### src/rtl/ccff_pkg.sv
// ccff_pkg: shared state encoding and count width for the configuration chain loader
package ccff_pkg;
    localparam int CNT_W = 16;
    typedef enum logic [2:0] {IDLE, LOAD, SETTLE, DONE, ERROR} state_e;
endpackage

### src/rtl/ccff_shift_stage.sv
// ccff_shift_stage: registered chain-head data and one-cycle shift strobe
module ccff_shift_stage #(
    parameter int W = 10
) (
    input  logic         clk_i,
    input  logic         rst_ni,
    input  logic         xfer_i,
    input  logic [W-1:0] data_i,
    output logic [W-1:0] head_o,
    output logic         shift_en_o
);
    logic [W-1:0] head_q;
    logic         shift_en_q;
    // Capture each accepted beat and pulse the strobe for exactly one cycle; head holds between beats
    always_ff @(posedge clk_i or negedge rst_ni) begin
        if (!rst_ni) begin
            head_q     <= '0;
            shift_en_q <= 1'b0;
        end else begin
            shift_en_q <= xfer_i;
            if (xfer_i) head_q <= data_i;
        end
    end
    assign head_o     = head_q;
    assign shift_en_o = shift_en_q;
endmodule

### src/rtl/ccff_loader.sv
// ccff_loader: streams bitstream beats into parallel configuration chains with framing checks
module ccff_loader
    import ccff_pkg::*;
#(
    parameter int NUM_CHAINS    = 10,
    parameter int CHAIN_LEN     = 1024,
    parameter int SETTLE_CYCLES = 4
) (
    input  logic                  prog_clock,
    input  logic                  global_resetn,
    input  logic                  start,
    input  logic                  s_valid,
    output logic                  s_ready,
    input  logic [NUM_CHAINS-1:0] s_data,
    input  logic                  s_last,
    output logic [NUM_CHAINS-1:0] ccff_head,
    output logic                  ccff_shift_en,
    output logic                  cfg_done,
    output logic                  cfg_err,
    output logic                  busy,
    output logic [CNT_W-1:0]      bit_count
);
    localparam logic [CNT_W-1:0] LEN      = CNT_W'(CHAIN_LEN);
    localparam logic [7:0]       SET_LAST = 8'(SETTLE_CYCLES - 1);

    state_e           state_q;
    logic [CNT_W-1:0] bit_count_q, bit_count_d, beat;
    logic [7:0]       settle_q;
    logic             cfg_done_q, cfg_err_q, busy_q;
    logic             xfer, at_len, good_end;

    assign s_ready     = (state_q == LOAD);
    assign xfer        = s_valid & s_ready;
    assign beat        = bit_count_q + CNT_W'(1);
    assign at_len      = (beat == LEN);
    assign good_end    = at_len & s_last;
    assign bit_count_d = (bit_count_q == LEN) ? LEN : beat;

    // Load sequencer: framing is judged on the beat that carries s_last or reaches the chain length
    always_ff @(posedge prog_clock or negedge global_resetn) begin
        if (!global_resetn) begin
            state_q     <= IDLE;
            bit_count_q <= '0;
            settle_q    <= '0;
            cfg_done_q  <= 1'b0;
            cfg_err_q   <= 1'b0;
            busy_q      <= 1'b0;
        end else begin
            case (state_q)
                IDLE, DONE, ERROR: if (start) begin
                    state_q     <= LOAD;
                    bit_count_q <= '0;
                    cfg_done_q  <= 1'b0;
                    cfg_err_q   <= 1'b0;
                    busy_q      <= 1'b1;
                end
                LOAD: if (xfer) begin
                    bit_count_q <= bit_count_d;
                    if (at_len || s_last) begin
                        state_q   <= good_end ? SETTLE : ERROR;
                        cfg_err_q <= !good_end;
                        busy_q    <= good_end;
                        settle_q  <= '0;
                    end
                end
                SETTLE: if (settle_q == SET_LAST) begin
                    state_q    <= DONE;
                    cfg_done_q <= 1'b1;
                    busy_q     <= 1'b0;
                    settle_q   <= '0;
                end else begin
                    settle_q <= settle_q + 8'd1;
                end
                default: begin
                    state_q <= IDLE;
                    busy_q  <= 1'b0;
                end
            endcase
        end
    end

    assign bit_count = bit_count_q;
    assign cfg_done  = cfg_done_q;
    assign cfg_err   = cfg_err_q;
    assign busy      = busy_q;

    ccff_shift_stage #(.W(NUM_CHAINS)) u_shift (
        .clk_i      (prog_clock),
        .rst_ni     (global_resetn),
        .xfer_i     (xfer),
        .data_i     (s_data),
        .head_o     (ccff_head),
        .shift_en_o (ccff_shift_en)
    );
endmodule

### config.mk
export PLATFORM = sky130hd
export DESIGN_NAME = ccff_loader
export DESIGN_NICKNAME = d
export VERILOG_FILES = /design/src/rtl/ccff_pkg.sv /design/src/rtl/ccff_shift_stage.sv /design/src/rtl/ccff_loader.sv
export SDC_FILE = /design/constraint.sdc
export NUM_CORES = 1
export LEC_CHECK = 0
export ABC_CLOCK_PERIOD_IN_PS = 5900
export CORE_MARGIN = 2
export CORE_UTILIZATION = 55
export CTS_CLUSTER_DIAMETER = 40
export CTS_CLUSTER_SIZE = 10
export DETAILED_ROUTE_END_ITERATION = 8
export GPL_TIMING_DRIVEN = 0
export PLACE_DENSITY_LB_ADDON = 0.25
export SYNTH_ARGS = -nofsm -noshare
export SYNTH_HDL_FRONTEND = slang
export SYNTH_SLANG_ARGS = --single-unit
export TNS_END_PERCENT = 30
### constraint.sdc
create_clock -name prog_clock -period 5.9 [get_ports prog_clock]
set_input_delay 0.885 -clock prog_clock [delete_from_list [all_inputs] [get_ports prog_clock]]
set_output_delay 0.885 -clock prog_clock [all_outputs]
set_load 0.005 [all_outputs]
== Word-level counts from Yosys, hierarchy flattened ==
Cells that the tools add are included.
Cells by class
  $mul: 0
  reductions and logical operators: 12
  equal/unequal tests: 11
  $add $sub $neg: 2
  multiplexer cells: 25
  $lt $le $gt $ge: 0
  divide/modulo/power cells: 0
  bitwise gates (word level): 2
  shift operators: 0
Operators by type and width (count)
  $mux 16: 3
  $eq 16x11->1 const B: 2
  $pmux 16 s2: 1
  $mux 8: 3
  $add 16x1->16 const B: 1
  $pmux 8 s2: 1
  $mux 3: 5
  $pmux 3 s3: 1
  $reduce_and 3->1: 3
  $add 8x1->8 const B: 1
  $eq 8x2->1 const B: 1
  $mux 1: 8
  $reduce_and 4->1: 2
  $eq 3x2->1 const B: 2
  $reduce_bool 2->1: 3
  $ne 2x1->1 const B: 2
  $ne 2x2->1 const B: 2
  $pmux 1 s2: 2
  $eq 3x1->1 const B: 1
  $eq 3x3->1 const B: 1
  $logic_not 3->1: 1
  $pmux 1 s3: 1
  $reduce_or 3->1: 1
  $and 1x1->1: 2
  2 further kinds: 2
Storage, ports and cells
  memories: 0
  bits in read-only memories: 0
  register bits: 41
  output and inout port bits: 31
  input port bits: 15
  logic and storage cells: 60
  latch bits: 0
  bits in writable memories: 0

== Logic depth before layout (Yosys ltp) ==
Gate-level depths: netlist of run 1.
  depth after elaboration: 7
  gate-level depth with buffers: 9
  depth with buffers taken out: 8

== Cells and area by module ==
A second synthesis of run 1 with hierarchy kept.
Unflattened totals
  cell total of the unflattened synthesis: 259
  area total of the unflattened synthesis: 2472.4 µm²
By module, submodules not included
  ccff_loader: cells an instance 237, times used 1, area an instance 2035.7 µm², seq. area each 750.7 µm²
  ccff_shift_stage: cells an instance 22, times used 1, area an instance 436.7 µm², seq. area each 275.3 µm²

== Least setup slack after synthesis of run 1 ==
OpenSTA, ideal clock, no wires.
  path type: reg-to-reg
  start: register bit_count_q[0], in the netlist bit_count[0]
  end: register busy_q, in the netlist busy
  slack: 3.501 ns
  clock period less this slack: 2.399 ns
  library setup time: 0.118 ns
  buffers on the path: 0
  data arrival time: 2.281 ns
  data required time: 5.782 ns
  cell stages (with the launch flop): 9
  path through: dfrtp_1 -> ha_1 -> nand3_4 -> or4_1 -> o21ai_0 -> a21oi_1 -> o31a_1 -> a211o_1 -> a21o_1
On the way
  longest elaborated chain between the ends: 6
  elaborated cells between the ends (all ways): 9
  classes of those cells: 1 x add/sub; 2 x eq/ne; 3 x mux; 1 x bitwise; 2 x reduce/logical
RTL lines
  start: declaration: line ccff_loader.sv:27  | logic [CNT_W-1:0] bit_count_q, bit_count_d, beat;
  start signal: assignment: line ccff_loader.sv:58  | bit_count_q <= bit_count_d;
  $add 16x1->16 (*): line ccff_loader.sv:34  | assign beat = bit_count_q + CNT_W'(1);
  $eq 16x11->1 (*): line ccff_loader.sv:35  | assign at_len = (beat == LEN);
  $and 1x1->1: line ccff_loader.sv:36  | assign good_end = at_len & s_last;
  $mux 1: line ccff_loader.sv:59  | if (at_len || s_last) begin
  $mux 1: line ccff_loader.sv:57  | LOAD: if (xfer) begin
  $pmux 1 s3: line ccff_loader.sv:49  | case (state_q)
  end signal: assignment: line ccff_loader.sv:62  | busy_q <= good_end;
  end: declaration: line ccff_loader.sv:29  | logic cfg_done_q, cfg_err_q, busy_q;
Every way passes the cells marked *; elsewhere a longest branch is shown, timed or not. The select of a mux whose other input is x is not followed.
A chain may end at the register's enable or synchronous reset.

== Worst setup path in the final report of run 1 ==
Same ends and word-level chain as after synthesis.

==> impl_metrics.csv, run 1 <==
group,metric,value,unit
status,run_status,"complete, no violations",
logic_synthesis,synth.area.mux_share,0.00865,
worst_setup_path,end_kind,"flip-flop",
global_routing,track_usage,0.264,
global_routing,grt_overflow,0,
detailed_routing,totalWireLength,5660,um
final_layout,nFillCells,314,
logic_synthesis,synth_compound_area_frac,0.190,
logic_synthesis,syn-instance-count,270,
logic_synthesis,synthTopCellsByCount,"nand2_1 (54), dfrtp_1 (41), o21ai_0 (21)",
sta,setup_viol,0,
sta,worst_slew_pin_slew,0.712,ns
detailed_routing,vias,2249,
clock_network,cts_root_buf,"clkbuf_8",
clock_network,clk_pin_slew_worst_paths,0.08,ns
global_routing,use_met2,0.389,
global_routing,grt.busiest_layer,"met2",
logic_synthesis,avgSynthCellArea,8.57,um2
sta,setup_tns,0,ns
final_layout,multi_input_area,1190,um2
worst_setup_path,cp-start-kind,"flip-flop",
global_routing,grt_pass1_wl,9250,um
clock_network,postCtsSetupBuffers,0,
clock_network,numClockSinks,41,
logic_synthesis,ys_types,51,
detailed_routing,drtAntennaViolNets,0,
power,cellLeakagePower,1.26,nW
logic_synthesis,synth.most_common_cell,"nand2_1",
clock_network,hold_buffers,0,
die,die-area,4740,um2
detailed_routing,drtPass1Iterations,5,
place,dp_hpwl,4020,um
final_layout,antenna_cells,0,
logic_synthesis,synth_seq_area_share,0.443,
global_routing,use_met3,0.0601,
die,die_h,68.9,um
logic_synthesis,synth-simple-area-share,0.289,
logic_synthesis,async_flop_share,1.00,
logic_synthesis,synth_adder_area_share,0.0162,
sta,rsz0062_at_grt,"false",
logic_synthesis,synth_area,2310,um2
clock_network,cts_buffers,5,
power,p_per_area,336,nW/um2
worst_setup_path,crit_type,"reg -> reg",
logic_synthesis,synth-xor-area-share,0.0114,
power,finalPower,0.994,mW
worst_setup_path,required,6.10,ns
worst_setup_path,cp.arrival,2.96,ns
detailed_routing,vias_per_cell,6.01,
worst_hold_path,hp-class,"in -> async",
sta,maxSlewViolCount,0,
clock_network,post_cts_resized,0,
die,io_pins,46,
logic_synthesis,ys_ff_latch,41,
power,ir_worst_vdd,0.000213,V
worst_setup_path,critPathMaxFanout,9,
final_layout,regArea,1030,um2
logic_synthesis,syn-num-nets,288,
logic_synthesis,ys_top_cells_by_area,"dfrtp_1 (44%), nand2_1 (8.8%), o21ai_0 (4.5%)",
die,die-width,68.9,um
die,fp-row-count,23,
detailed_routing,drc_errors,0,
logic_synthesis,yosysTopAreaCellShare,0.443,
clock_network,htreeDepth,2,
sta,fin_worst_skew,0.00727,ns
global_routing,grtUsageMet1,0.381,
logic_synthesis,synth_edf_count,0,
detailed_routing,routedWlPerCell,15.1,um
sta,slew_headroom,0.520,
logic_synthesis,ys.flop_type,"dfrtp_1",
final_layout,drive_above_1_share,0.0895,
logic_synthesis,ys.warnings.count,0,
clock_network,cts_tree,"yes",
place,portBuffers,45,
sta,final.period_utilization,0.468,
logic_synthesis,synth_top_family_by_area,"simple AND/OR/NAND/NOR gates",
detailed_routing,drt_iter0_drc,435,
global_routing,grt_pass1_vias,1927,
logic_synthesis,synth_area_leader_cell,"dfrtp_1",
sta,hold_viol_final,0,
global_routing,grt_max_degree,29,
clock_network,clk_path_buf_depth,2,
sta,period_needed,2.76,ns
clock_network,clk_latency,0.30,ns
global_routing,antenna_found_initial,0,
final_layout,fin_nets,341,
final_layout,area_growth_syn_to_layout,27.8,%
flow_run,cap_violations,0,
die,initial_utilization,0.575,
die,coreArea,4030,um2
sta,clock.fmax,0.363,GHz
place,gp_congestion,0.899,
[stage by stage]
| stage | cell area [um2] | hold WS, ns | std cells | utilization | setup WS, ns |
|---|---|---|---|---|---|
| global route | 2960 | 0.493 | 374 | 0.734 | 3.03 |
| global placement | 2830 | 0.457 | 365 | 0.702 | 2.91 |
| finish | 2960 | 0.472 | 374 | 0.734 | 3.14 |
| detailed placement | 2840 | 0.461 | 366 | 0.706 | 2.99 |
| CTS | 2960 | 0.480 | 374 | 0.734 | 3.20 |
| floorplan | 2310 | 0.443 | 270 | - | 3.50 |
[cells by family (layout without fill, tap and decap cells)]
kind of cell / Yosys count / count (layout)
AOI/OAI and AO/OA: 66 / 66
xor gates and xnor gates: 3 / 3
adders and majority gates: 3 / 3
and+or+nand+nor: 132 / 132
buffers and inverters: 23 / 77
muxes: 2 / 2
DFF: 41 / 41
[path summary, 6_finish.rpt]
kind	from	to	slack, ns	cells past startpoint
setup / recovery	bit_count[0]$_DFFE_PN0P_	busy$_DFFE_PN0P_	3.14	8
hold / removal	global_resetn	bit_count[14]$_DFFE_PN0P_	0.47	1
setup reg to reg	bit_count[0]$_DFFE_PN0P_	busy$_DFFE_PN0P_	3.14	8
hold reg to reg	u_shift.head_o[4]$_DFFE_PN0P_	u_shift.head_o[4]$_DFFE_PN0P_	0.48	2
max in group asynchronous	global_resetn	state_q[0]$_DFFE_PN0P_	4.97	2
min in group prog_clock	u_shift.head_o[4]$_DFFE_PN0P_	u_shift.head_o[4]$_DFFE_PN0P_	0.48	2
[layout by cell type (no fill, tap or decap), drive strengths merged, types with 4 or more instances in the layout]
cell type,instances
nand4,6
clkbuf,14
nor4,5
nor2,20
nor3,9
inv,9
dfrtp,41
a31oi,4
o21ai,27
o31ai,9
nand2,55
buf,7
and3,8
a21oi,7
nand3,16
clkdlybuf4s50,44
[routing by layer]
layer / wire [um] / share of wire
met1: 2630 / 0.46
met2: 2550 / 0.45
met3: 398 / 0.070
met4: 91 / 0.016
met5: 0 / 0
[critical path: stages, from the launching register on]
cell and delay, ns:
dfrtp_1 0.50, ha_1 0.35, nand4_2 0.22, nor4_2 0.20, o31ai_1 0.14, a211o_1 0.36, o31a_1 0.37, a211o_1 0.33
a21o_1 0.19
[final cells by class]
| type | instances | area share |
|---|---|---|
| multi-input cells | 206 | 0.403 |
| clock buffers | 5 | 0.0233 |
| plain buffers | 14 | 0.0216 |
| repair buffers | 46 | 0.157 |
| inverters | 9 | 0.0114 |
| flip-flops and latches | 41 | 0.347 |
| clock inverters | 3 | 0.0157 |
| well taps | 50 | 0.0212 |
[sequential cells by signal (all words and copies together) (netlist names)]
register            flops
u_shift.shift_en_o      1
busy                    1
state_q                 3
u_shift.head_o         10
cfg_err                 1
bit_count              16
settle_q                8
cfg_done                1
[power by group]
group	switching (mW)	total (mW)	internal (mW)	leakage, nW
logic	0.179	0.357	0.178	0.662
registers	0.0605	0.407	0.347	0.544
clock network	0.103	0.230	0.127	0.0543
total	0.342	0.994	0.652	1.26
Note: power is estimated with default switching activity, not from simulation.
==> run 2: changes to the inputs <==
--- a/config.mk
+++ b/config.mk
@@ -5,9 +5,9 @@
 export SDC_FILE = /design/constraint.sdc
 export NUM_CORES = 1
 export LEC_CHECK = 0
-export ABC_CLOCK_PERIOD_IN_PS = 5900
+export ABC_CLOCK_PERIOD_IN_PS = 2800
 export CORE_MARGIN = 2
-export CORE_UTILIZATION = 55
+export CORE_UTILIZATION = 51
 export CTS_CLUSTER_DIAMETER = 40
 export CTS_CLUSTER_SIZE = 10
 export DETAILED_ROUTE_END_ITERATION = 8
==> constraint.sdc (replaced) <==
create_clock -name prog_clock -period 2.8 [get_ports prog_clock]
set_input_delay 0.42 -clock prog_clock [delete_from_list [all_inputs] [get_ports prog_clock]]
set_output_delay 0.42 -clock prog_clock [all_outputs]
set_load 0.005 [all_outputs]
==> run 2 against run 1 <==
  * Sequential power up 110%
  * Clock skew down 0.0016 ns
  * Power up 120%
  * Via count down 4.0%
==> impl_metrics.csv, run 2 (same netlist as run 1, synthesis figures left out) <==
group,metric,value,unit
status,run_status,"complete, no violations",
place,portBuffers,45,
sta,setup_viol,0,
final_layout,fin_nets,342,
worst_setup_path,max_stage_delay,0.49,ns
die,die_h,71.4,um
flow_run,cap_violations,0,
worst_setup_path,cp-start-kind,"flip-flop",
clock_network,postCtsSetupBuffers,0,
place,gp_congestion,0.853,
detailed_routing,drtPass1Iterations,4,
global_routing,antenna_found_initial,0,
clock_network,cts_tree,"yes",
global_routing,grt_pass1_vias,1972,
worst_setup_path,cpMostUsedCell,"a211o_1",
clock_network,cts_buffers,5,
worst_setup_path,crit_type,"reg -> reg",
detailed_routing,vias_per_cell,5.73,
worst_setup_path,cp.arrival,2.82,ns
global_routing,grt_max_degree,32,
sta,period_needed,2.63,ns
worst_setup_path,end_kind,"flip-flop",
clock_network,clk_path_buf_depth,2,
final_layout,largest_reg_flops,16,
final_layout,fin_area,3000,um2
die,fp-row-count,24,
global_routing,grt_pass1_wl,9240,um
power,ir_worst_vdd,0.000542,V
sta,setup_tns,0,ns
worst_setup_path,required,2.99,ns
global_routing,track_usage,0.227,
detailed_routing,routedWlPerCell,14.6,um
sta,fin_worst_skew,0.00565,ns
clock_network,clk_latency,0.29,ns
worst_setup_path,path_cells,"ha_1, nand4_2, nor4_2, o31ai_1, a211o_1, o31a_1, a211o_1, a21o_1",
sta,slew_headroom,0.489,
clock_network,cts_root_buf,"clkbuf_8",
detailed_routing,vias,2160,
worst_setup_path,cpMaxStageDelayCell,"dfrtp_1",
sta,maxSlewViolCount,0,
die,die-area,5090,um2
clock_network,numClockSinks,41,
worst_setup_path,critPathTopFamily,"compound AO/OA/AOI/OAI gates",
final_layout,area_growth_syn_to_layout,29.4,%
detailed_routing,totalWireLength,5520,um
detailed_routing,drt_iter0_drc,180,
final_layout,final_cell_mix,"nand2_1 (54), clkdlybuf4s50_1 (44), dfrtp_1 (40), o21ai_0 (21), nor2_1 (20)",
global_routing,grt_overflow,0,
clock_network,htreeDepth,2,
sta,final.period_utilization,0.939,
place,dp_slack,0.185,ns
worst_hold_path,hp-class,"reg -> reg",
final_layout,antenna_cells,0,
clock_network,clk_pin_slew_worst_paths,0.09,ns
final_layout,drive_above_1_share,0.0954,
worst_setup_path,critPathMaxFanout,8,
detailed_routing,drtAntennaViolNets,0,
place,dp_hpwl,3970,um
die,io_pins,46,
final_layout,mostFrequentLayoutCell,"nand2_1",
die,coreArea,4350,um2
sta,fin_ws,0.169,ns
sta,worst_slew_pin_slew,0.759,ns
sta,clock.fmax,0.380,GHz
sta,rsz0062_at_grt,"false",
place,placed_area,2850,um2
power,p_per_area,730,nW/um2
sta,hold_viol_final,0,
detailed_routing,drc_errors,0,
power,cellLeakagePower,1.28,nW
die,die-width,71.4,um
die,initial_utilization,0.532,
worst_setup_path,crit_buf_inv,0,
run 2: changes by cell type in the layout (fill, tap and decap cells not counted), sizes merged:
cell,delta
bufinv,+1
clkinv,-1
clkinvlp,-1
dlygate4sd3,+1
inv,+1
run 2: worst min-delay path, stage by stage (launching register included):
cell and delay, ns:
dfrtp_1 0.35, nand2_1 0.05, nand2_1 0.05
run 2: worst paths after layout:
check,cells past startpoint,slack [ns],from,to
max reg2reg,8,0.17,bit_count[1]$_DFFE_PN0P_,busy$_DFFE_PN0P_
min,2,0.48,u_shift.head_o[6]$_DFFE_PN0P_,u_shift.head_o[6]$_DFFE_PN0P_
max in group asynchronous,3,1.82,global_resetn,u_shift.shift_en_o$_DFF_PN0_
min reg2reg,2,0.48,u_shift.head_o[6]$_DFFE_PN0P_,u_shift.head_o[6]$_DFFE_PN0P_
min in group asynchronous,2,0.53,global_resetn,bit_count[3]$_DFFE_PN0P_
max,8,0.17,bit_count[1]$_DFFE_PN0P_,busy$_DFFE_PN0P_
run 2: layout make-up:
class	instances	area, um2
Multi-Input combinational cell	206	1190
Fill cell	365	1360
Tap cell	52	65.1
Buffer	14	65.1
Sequential cell	41	1030
Clock inverter	3	68.8
Inverter	9	33.8
Timing Repair Buffer	47	475
Clock buffer	5	68.8
run 2: what timing repair did:
| action | 4_1_cts | 5_1_grt |
|---|---|---|
| setup endpoints to repair | 0 | 9 |
| resized for setup | 0 | 3 |
| hold buffers | 1 | 0 |
| endpoints found under the hold margin | 10 | 0 |
run 2: metal layers:
metal / global-route usage / wire length, um / vias to the layer above
li1: - / - / 1075
met1: 0.329 / 2680 / 1014
met2: 0.357 / 2440 / 65
met3: 0.0450 / 344 / 6
met4: 0.0503 / 48 / 0
met5: 0 / 0 / -
run 2: power breakdown:
| group | total [mW] | leakage (nW) | switching, mW | internal, mW |
|---|---|---|---|---|
| Sequential | 0.858 | 0.543 | 0.126 | 0.732 |
| Combinational | 0.748 | 0.668 | 0.370 | 0.378 |
| Clock | 0.581 | 0.0687 | 0.222 | 0.359 |
run 2: per-stage QoR:
stage           util  cells  total power [mW]  hold WS, ns
5_1_grt        0.688    377              2.32        0.506
3_3_place_gp   0.650    367              1.59        0.457
6_report       0.688    377              2.19        0.479
2_1_floorplan      -    270              1.23        0.124
4_1_cts        0.687    377              2.20        0.484
3_5_place_dp   0.653    368              1.61        0.317
==> run 3: changes to the inputs <==
--- a/config.mk
+++ b/config.mk
@@ -12,6 +12,7 @@
 export CTS_CLUSTER_SIZE = 10
 export DETAILED_ROUTE_END_ITERATION = 8
 export GPL_TIMING_DRIVEN = 0
+export MAX_ROUTING_LAYER = met4
 export PLACE_DENSITY_LB_ADDON = 0.25
 export SYNTH_ARGS = -nofsm -noshare
 export SYNTH_HDL_FRONTEND = slang
==> run 3 against run 2 <==
  * Flip-flop and latch count stayed put
  * Wire length is 0.20% higher
  * Final area stayed put
  * Power is 0.11% higher
  * Utilization stayed put
  * Sequential power hardly changed
==> impl_metrics.csv, run 3 (same netlist as run 1, synthesis figures left out) <==
group,metric,value,unit
worst_setup_path,required,2.99,ns
final_layout,area_growth_syn_to_layout,29.4,%
place,gp_congestion,0.867,
power,p_sw,0.721,mW
detailed_routing,routedWlPerCell,14.7,um
die,initial_utilization,0.532,
worst_setup_path,crit_buf_inv,0,
clock_network,cts_tree,"yes",
detailed_routing,drtAntennaViolNets,0,
sta,hold_viol_final,0,
sta,clock.fmax,0.378,GHz
final_layout,antenna_cells,0,
flow_run,cap_violations,0,
power,ir_worst_vdd,0.000546,V
global_routing,track_usage,0.235,
final_layout,largest_reg_flops,16,
global_routing,antenna_found_initial,0,
die,die-area,5090,um2
worst_setup_path,cp-start-kind,"flip-flop",
global_routing,grt_pass1_wl,9230,um
sta,period_needed,2.65,ns
sta,final.period_utilization,0.945,
detailed_routing,drt_iter0_drc,160,
place,dp_hpwl,3970,um
clock_network,clk_pin_slew_worst_paths,0.09,ns
final_layout,drive_above_1_share,0.0954,
place,dp_slack,0.185,ns
power,cellLeakagePower,1.28,nW
detailed_routing,drc_errors,0,
clock_network,cts_buffers,5,
worst_setup_path,path_cells,"ha_1, nand4_2, nor4_2, o31ai_1, a211o_1, o31a_1, a211o_1, a21o_1",
clock_network,numClockSinks,41,
global_routing,grt_overflow,0,
worst_setup_path,end_kind,"flip-flop",
sta,rsz0062_at_grt,"false",
global_routing,grt_max_degree,32,
power,p_per_area,731,nW/um2
clock_network,clk_path_buf_depth,2,
clock_network,clk_latency,0.29,ns
worst_hold_path,min_delay_path_depth,2,
sta,slew_headroom,0.474,
die,die_h,71.4,um
final_layout,mostFrequentLayoutCell,"nand2_1",
worst_setup_path,rr_worst_depth,8,
worst_setup_path,worstSetupPathDepth,8,
clock_network,cts_root_buf,"clkbuf_8",
worst_setup_path,max_stage_delay,0.49,ns
sta,worst_slew_pin_slew,0.781,ns
sta,setup_tns,0,ns
place,portBuffers,45,
final_layout,nFillCells,365,
die,die-width,71.4,um
detailed_routing,vias,2177,
worst_setup_path,critPathMaxFanout,8,
detailed_routing,totalWireLength,5530,um
status,run_status,"complete, no violations",
worst_setup_path,crit_type,"reg -> reg",
detailed_routing,drtPass1Iterations,4,
final_layout,final_cell_mix,"nand2_1 (54), clkdlybuf4s50_1 (44), dfrtp_1 (40), o21ai_0 (21), nor2_1 (20)",
worst_hold_path,hp-class,"reg -> reg",
final_layout,fin_nets,342,
power,pwr-share-clk,0.267,
sta,fin_ws,0.155,ns
sta,setup_viol,0,
die,coreArea,4350,um2
worst_setup_path,critPathTopFamily,"compound AO/OA/AOI/OAI gates",
worst_setup_path,cpMaxStageDelayCell,"dfrtp_1",
power,combinationalPowerShare,0.341,
worst_setup_path,cp.arrival,2.84,ns
global_routing,grt_pass1_vias,1976,
clock_network,postCtsSetupBuffers,0,
sta,maxSlewViolCount,0,
detailed_routing,vias_per_cell,5.77,
worst_setup_path,cpMostUsedCell,"a211o_1",
power,power.internal,1.47,mW
clock_network,htreeDepth,2,
die,fp-row-count,24,
die,io_pins,46,
power,pwr-share-seq,0.392,
power,finalPower,2.19,mW
final_layout,fin_util,0.688,
power,swShare,0.329,
sta,fin_worst_skew,0.00372,ns
==> run 3: cell counts in the layout (fill, tap and decap cells not counted) <==
No cell type changed its count.
==> run 3: path summary, 6_finish.rpt <==
path | from | end | slack [ns]
setup / recovery | bit_count[1]$_DFFE_PN0P_ | busy$_DFFE_PN0P_ | 0.15
hold / removal | u_shift.head_o[6]$_DFFE_PN0P_ | u_shift.head_o[6]$_DFFE_PN0P_ | 0.48
setup reg to reg | bit_count[1]$_DFFE_PN0P_ | busy$_DFFE_PN0P_ | 0.15
hold reg to reg | u_shift.head_o[6]$_DFFE_PN0P_ | u_shift.head_o[6]$_DFFE_PN0P_ | 0.48
max in group asynchronous | global_resetn | u_shift.shift_en_o$_DFF_PN0_ | 1.82
min in group asynchronous | global_resetn | bit_count[14]$_DFFE_PN0P_ | 0.53
==> run 3: layout make-up <==
type / count / area, um2 / share of cell area
multi-input combinational: 206 / 1190 / 0.398
inverter: 9 / 33.8 / 0.0113
timing repair buffer: 47 / 475 / 0.159
clock inverter: 3 / 68.8 / 0.0230
tap: 52 / 65.1 / 0.0217
sequential: 41 / 1030 / 0.343
buffer: 14 / 65.1 / 0.0217
clock buffer: 5 / 68.8 / 0.0230
==> run 3: power groups by stage <==
stage | registers [mW] | logic, mW | clock network [mW]
after floorplan | 0.855 | 0.380 | 0
after global placement | 0.862 | 0.729 | 0
after detailed placement | 0.865 | 0.748 | 0
after CTS | 0.856 | 0.753 | 0.592
after global routing | 0.879 | 0.837 | 0.608
final | 0.859 | 0.748 | 0.584
==> run 3: tightest hold or removal path, stage by stage (launching register included) <==
cell,delay (ns)
dfrtp_1,0.35
nand2_1,0.05
nand2_1,0.05
==> run 3: metrics by stage <==
step | instance area (um2) | cells | hold WS (ns)
finish | 3000 | 377 | 0.480
global route | 3000 | 377 | 0.506
CTS | 2990 | 377 | 0.484
floorplan | 2310 | 270 | 0.124
global placement | 2830 | 367 | 0.457
detailed placement | 2850 | 368 | 0.317
==> run 3: timing repair <==
item	CTS	global route
endpoints found under the hold margin	10	0
hold buffers	1	0
setup endpoints to repair	0	9
resized for setup	0	3
==> run 3: layer usage <==
layer | up-vias | global-route usage | share of wire
met5 | - | - | 0
met4 | 0 | 0.0503 | 0.0080
met3 | 6 | 0.0422 | 0.052
met2 | 61 | 0.361 | 0.45
met1 | 1035 | 0.329 | 0.49
li1 | 1075 | - | -
